==> src/rtl/dmem_port_arbiter.sv <==
// dmem_port_arbiter: two-port least-recently-granted arbiter with bounded burst in front of a single-port data memory
module dmem_port_arbiter #(
  parameter int BURST_MAX = 4,
  parameter int AW = 32,
  parameter int DW = 32
) (
  input  logic          clk,
  input  logic          rst_n,
  input  logic          req0,
  input  logic          req1,
  input  logic          we0,
  input  logic          we1,
  input  logic [AW-1:0] addr0,
  input  logic [AW-1:0] addr1,
  input  logic [DW-1:0] wdata0,
  input  logic [DW-1:0] wdata1,
  output logic          gnt0,
  output logic          gnt1,
  output logic          rvalid0,
  output logic          rvalid1,
  output logic [DW-1:0] rdata0,
  output logic [DW-1:0] rdata1,
  output logic          MemRead,
  output logic          MemWrite,
  output logic [AW-1:0] mem_addr,
  output logic [DW-1:0] mem_wdata,
  input  logic [DW-1:0] mem_rdata
);
  localparam int CW = $clog2(BURST_MAX + 1);
  localparam logic [CW-1:0] CMAX = CW'(BURST_MAX);
  typedef enum logic [1:0] {OWN_NONE, OWN_P0, OWN_P1} owner_e;
  owner_e owner_q, owner_d;
  logic [CW-1:0] cnt_q, cnt_d;
  logic last_q, last_d;
  logic rvalid0_q, rvalid0_d, rvalid1_q, rvalid1_d;
  logic [DW-1:0] rdata0_q, rdata0_d, rdata1_q, rdata1_d;
  logic any_req, pick1, we_w, same;
  always_comb begin
    any_req = req0 | req1;
    // pick1: port 1 wins; with an idle owner the least-recently-granted port wins contention
    pick1 = req1 & (~req0 | (owner_q == OWN_NONE ? ~last_q :
                             owner_q == OWN_P1 ? cnt_q < CMAX : cnt_q >= CMAX));
    gnt0 = req0 & ~pick1;
    gnt1 = pick1;
    we_w = pick1 ? we1 : we0;
    MemRead = any_req & ~we_w;
    MemWrite = any_req & we_w;
    mem_addr = !any_req ? '0 : pick1 ? addr1 : addr0;
    mem_wdata = !any_req ? '0 : pick1 ? wdata1 : wdata0;
    same = owner_q == (pick1 ? OWN_P1 : OWN_P0);
    owner_d = !any_req ? OWN_NONE : pick1 ? OWN_P1 : OWN_P0;
    cnt_d = !any_req ? '0 : !same ? CW'(1) : cnt_q == CMAX ? cnt_q : cnt_q + 1'b1;
    last_d = any_req ? pick1 : last_q;
    rvalid0_d = MemRead & ~pick1;
    rvalid1_d = MemRead & pick1;
    rdata0_d = rvalid0_d ? mem_rdata : rdata0_q;
    rdata1_d = rvalid1_d ? mem_rdata : rdata1_q;
  end
  always_ff @(posedge clk or negedge rst_n) begin
    if (!rst_n) begin
      owner_q <= OWN_NONE;
      cnt_q <= '0;
      last_q <= 1'b1;
      rvalid0_q <= 1'b0;
      rvalid1_q <= 1'b0;
      rdata0_q <= '0;
      rdata1_q <= '0;
    end else begin
      owner_q <= owner_d;
      cnt_q <= cnt_d;
      last_q <= last_d;
      rvalid0_q <= rvalid0_d;
      rvalid1_q <= rvalid1_d;
      rdata0_q <= rdata0_d;
      rdata1_q <= rdata1_d;
    end
  end
  assign rvalid0 = rvalid0_q;
  assign rvalid1 = rvalid1_q;
  assign rdata0 = rdata0_q;
  assign rdata1 = rdata1_q;
endmodule

==> config.mk <==
export PLATFORM = sky130hd
export DESIGN_NAME = dmem_port_arbiter
export DESIGN_NICKNAME = d
export VERILOG_FILES = /design/src/rtl/dmem_port_arbiter.sv
export SDC_FILE = /design/constraint.sdc
export NUM_CORES = 1
export LEC_CHECK = 0
export CAP_MARGIN = 20
export CORE_MARGIN = 8
export CORE_UTILIZATION = 30
export DETAILED_ROUTE_END_ITERATION = 16
export PLACE_DENSITY_LB_ADDON = 0.08
export SYNTH_ARGS = -nofsm -noshare
export SYNTH_HDL_FRONTEND = slang
export SYNTH_SLANG_ARGS = --single-unit
==> constraint.sdc <==
create_clock -name clk -period 2.6 [get_ports clk]
set_input_delay 0.52 -clock clk [delete_from_list [all_inputs] [get_ports clk]]
set_output_delay 0.52 -clock clk [all_outputs]
set_load 0.01 [all_outputs]
==> summary.txt <==
Timing
  – Max frequency: 372 MHz
  – Setup TNS Final: -2.94 ns
  – Clk_skew: 0.00404 ns
  – RSZ-0062 raised after global routing: true
  – Final WS setup: -0.0907 ns
  – Slew Limit Headroom: 74.5%
  – Measured slew at the worst slew-check pin: 0.382 ns
  – Final setup viols: 56
  – Final Hold Viols: 0
  – Fin crit period: 2.69 ns
  – Fin crit share: 103%
  – Max Slew Vio Count: 0

Status
  – Failing checks: negative setup slack
  – Status: complete, but fails checks

Setup path
  – Critical Path Max Stage Delay: 0.42 ns
  – Worst path top cell family by delay: buffers and inverters
  – R2R Setup Slk: 0.33 ns
  – Crit Path Max Fanout: 7
  – Slowest CP cell: dfrtp_1
  – Worst EP required: 2.08 ns
  – Worst r2r path cells: 7
  – Critical path buffers and inverters: 4
  – Crit end category: output pin
  – Worst-path cell chain: or3b_4 > a41oi_4 > buf_12 > buf_12 > clkbuf_16 > nand2_2 > o21ai_1 > buf_2
  – CP Class: flip-flop to output pin
  – Critical Path Source Type: flip-flop
  – Most used cell, CP: buf_12
  – CP Data Arrival Time: 2.17 ns
  – WP depth: 8

Cells and area
  – Area growth syn-to-layout: 105%
  – Share of cells above drive strength 1: 30.3%
  – Fillers: 1,065
  – Final nets: 899
  – Ant. Diodes: 0
  – Area of the multi-input gates: 2030 um2
  – Sequential Area: 1800 um2

Synthesis
  – Yosys top cell by area: dfrtp_1
  – Most frequent cell after synthesis: nand2_1
  – Synthesized area per cell: 9.35 um2
  – Syn Inst Count: 403
  – Commonest cells in the netlist: nand2_1, dfrtp_1, o21ai_0, mux2_2, mux2_1
  – Main synth FF type: dfrtp_1
  – Warnings from Yosys: 0
  – Area contributors post-synth: dfrtp_1, nand2_1, mux2_2
  – Mapped Nets: 571
  – Cell variety after synth: 34
  – Post-synth ARST share: 100%
  – Seq cells post-synth: 72
  – Synth top area share: 47.1%
  – Synthesized area: 3770 um2
  – Post-synth EDFFs: 0
  – Sequential share of the synthesized area: 47.8%

Clocking
  – Clk buf depth: 2
  – Clock slew at reported path FFs: 0.05 ns
  – H-tree lvl count: 3
  – Hold Buf Count CTS: 0
  – Clk sinks: 72
  – Num CTS Buffers: 9
  – Clock Latency Late Sink: 0.32 ns
  – CTS tree: done
  – Clock root cell: clkbuf_16

Power and ir drop
  – VDD IR-drop max: 332 uV
  – Internal power: 3.21 mW
  – Final Power: 4.50 mW
  – Clock power share: 25.9%
  – Seq pwr share: 32.9%
  – Net switching power: 1.28 mW
  – Comb power frac: 41.3%
  – Sw Share: 28.5%
  – Static Leak: 3.44 nW
  – P per Cell Area: 581 nW/um2

Placement
  – GP Congestion: 0.895
  – Port-buffer cells: 299
  – DP Wirelength: 13,700 um

Die
  – Die height: 128 um
  – Num rows: 41
  – Starting Density: 30.2%
  – Core Area: 12,500 um2
  – Die X: 128 um
  – Top Ports: 300
  – Die area: 16,400 um2

Routing
  – DR pass1 iterations: 4
  – Routed len/inst: 19.3 um
  – DR vias/cell: 4.64
  – Via count: 4,203
  – Drt drc: 0
  – Final wirelength: 17,400 um
  – Post-DRT Antenna Nets: 0
  – DRT iter0 DRCs: 184

GRT
  – First-pass GRT wire length: 25,200 um
  – GRT overflow: 0
  – Largest net degree at the start of global routing: 73
  – Vias in the first global route: 4,454
  – GRT Total Usage: 20.1%
  – Initial antenna violation count: 0

Worst hold path
  – HP Class: input pin to async pin

Job
  – MaxCap Viol Count: 0
==> worst register-to-register path, cell delays in order (launching register included) <==
cell and delay (ns):
dfrtp_1 0.42, or3b_4 0.41, a41oi_4 0.29, buf_6 0.17, buf_8 0.11, and2b_1 0.18
buf_4 0.22, mux2_1 0.35
==> final cells by class <==
cell class              count  area share (%)
clock inverters             1           0.388
clock buffers              12            3.19
well taps                 172            2.78
repair buffers            348            43.9
multi-input cells         296            26.3
flip-flops and latches     72            23.3
inverters                   4           0.194
==> cell usage in the layout (no fill, tap or decap), types with 2 or more instances in the layout <==
master           synthesis  layout
clkdlybuf4s50_1          0     228
nand2_1                133     103
dfrtp_1                 71      71
buf_2                   12      60
o21ai_1                  0      42
mux2_2                  35      35
mux2_1                  29      29
buf_4                    1      22
nand2_2                  0      21
o21ai_2                  0      18
clkbuf_16                0      14
buf_6                    3      11
buf_12                   0      10
nand2_4                  0       9
o21ai_0                 67       6
buf_8                    0       5
inv_1                    4       4
nor2_1                   4       4
a21oi_1                  4       3
dlygate4sd2_1            0       3
and4bb_2                 2       2
nand3_1                  2       2
ha_1                     2       2
clkbuf_1                15       2
buf_16                   0       2
==> cell families after synthesis <==
logic type	after synthesis	synth area share [%]
and+or+nand+nor	152	16.7
AOI/OAI and AO/OA	77	10.9
DFF	72	47.8
muxes	64	19.1
buffers and inverters	35	4.58
adders and majority gates	2	0.664
xor gates and xnor gates	1	0.232
==> state kept, by name, indices dropped and copies added (netlist names) <==
register / count
rvalid1: 1
last_q: 1
rdata0: 32
owner_q: 2
cnt_q: 3
rvalid0: 1
rdata1: 32
==> metrics by stage <==
| step | std cells | instance area, um2 | worst slack, ns | utilization, % | hold WS (ns) |
|---|---|---|---|---|---|
| 2_1_floorplan | 403 | 3770 | 0.245 | - | 0.224 |
| 3_3_place_gp | 873 | 7150 | -0.450 | 57.4 | 0.468 |
| 3_5_place_dp | 873 | 7150 | -0.527 | 57.4 | 0.475 |
| 4_1_cts | 897 | 7390 | -0.165 | 59.3 | 0.229 |
| 5_1_grt | 905 | 7730 | -0.160 | 62.0 | 0.243 |
| 6_report | 905 | 7730 | -0.0907 | 62.0 | 0.221 |
==> final timing paths <==
path | from | endpoint
max | owner_q[0] | mem_addr[11]
min | rst_n | rdata0[25]
max reg2reg | owner_q[0] | rdata1[20]
min reg2reg | rdata1[18] | rdata1[18]
max in group asynchronous | rst_n | last_q
min in group clk | rdata1[18] | rdata1[18]
==> power by group through the flow <==
stage | combinational [mW] | clock (mW) | sequential (mW)
after detailed placement | 1.77 | 0 | 1.50
after global placement | 1.75 | 0 | 1.48
after global routing | 1.99 | 1.24 | 1.51
final | 1.86 | 1.16 | 1.48
after CTS | 1.76 | 1.20 | 1.48
after floorplan | 0.485 | 0 | 1.59
==> per-layer routing <==
metal | up-vias | global-route usage [%] | part of all wire (%)
met5 | - | 0 | 0
met4 | 0 | 5.80 | 1.8
met3 | 25 | 9.15 | 10
met2 | 190 | 35.8 | 52
met1 | 1974 | 20.7 | 36
li1 | 2014 | - | -
==> repair_timing <==
item,4_1_cts,5_1_grt
buffers inserted,7,1
setup endpoints to repair,68,68
cloned,4,8
gates resized for setup,332,144
pin swaps,1,29
(Power assumes the default switching activity.)
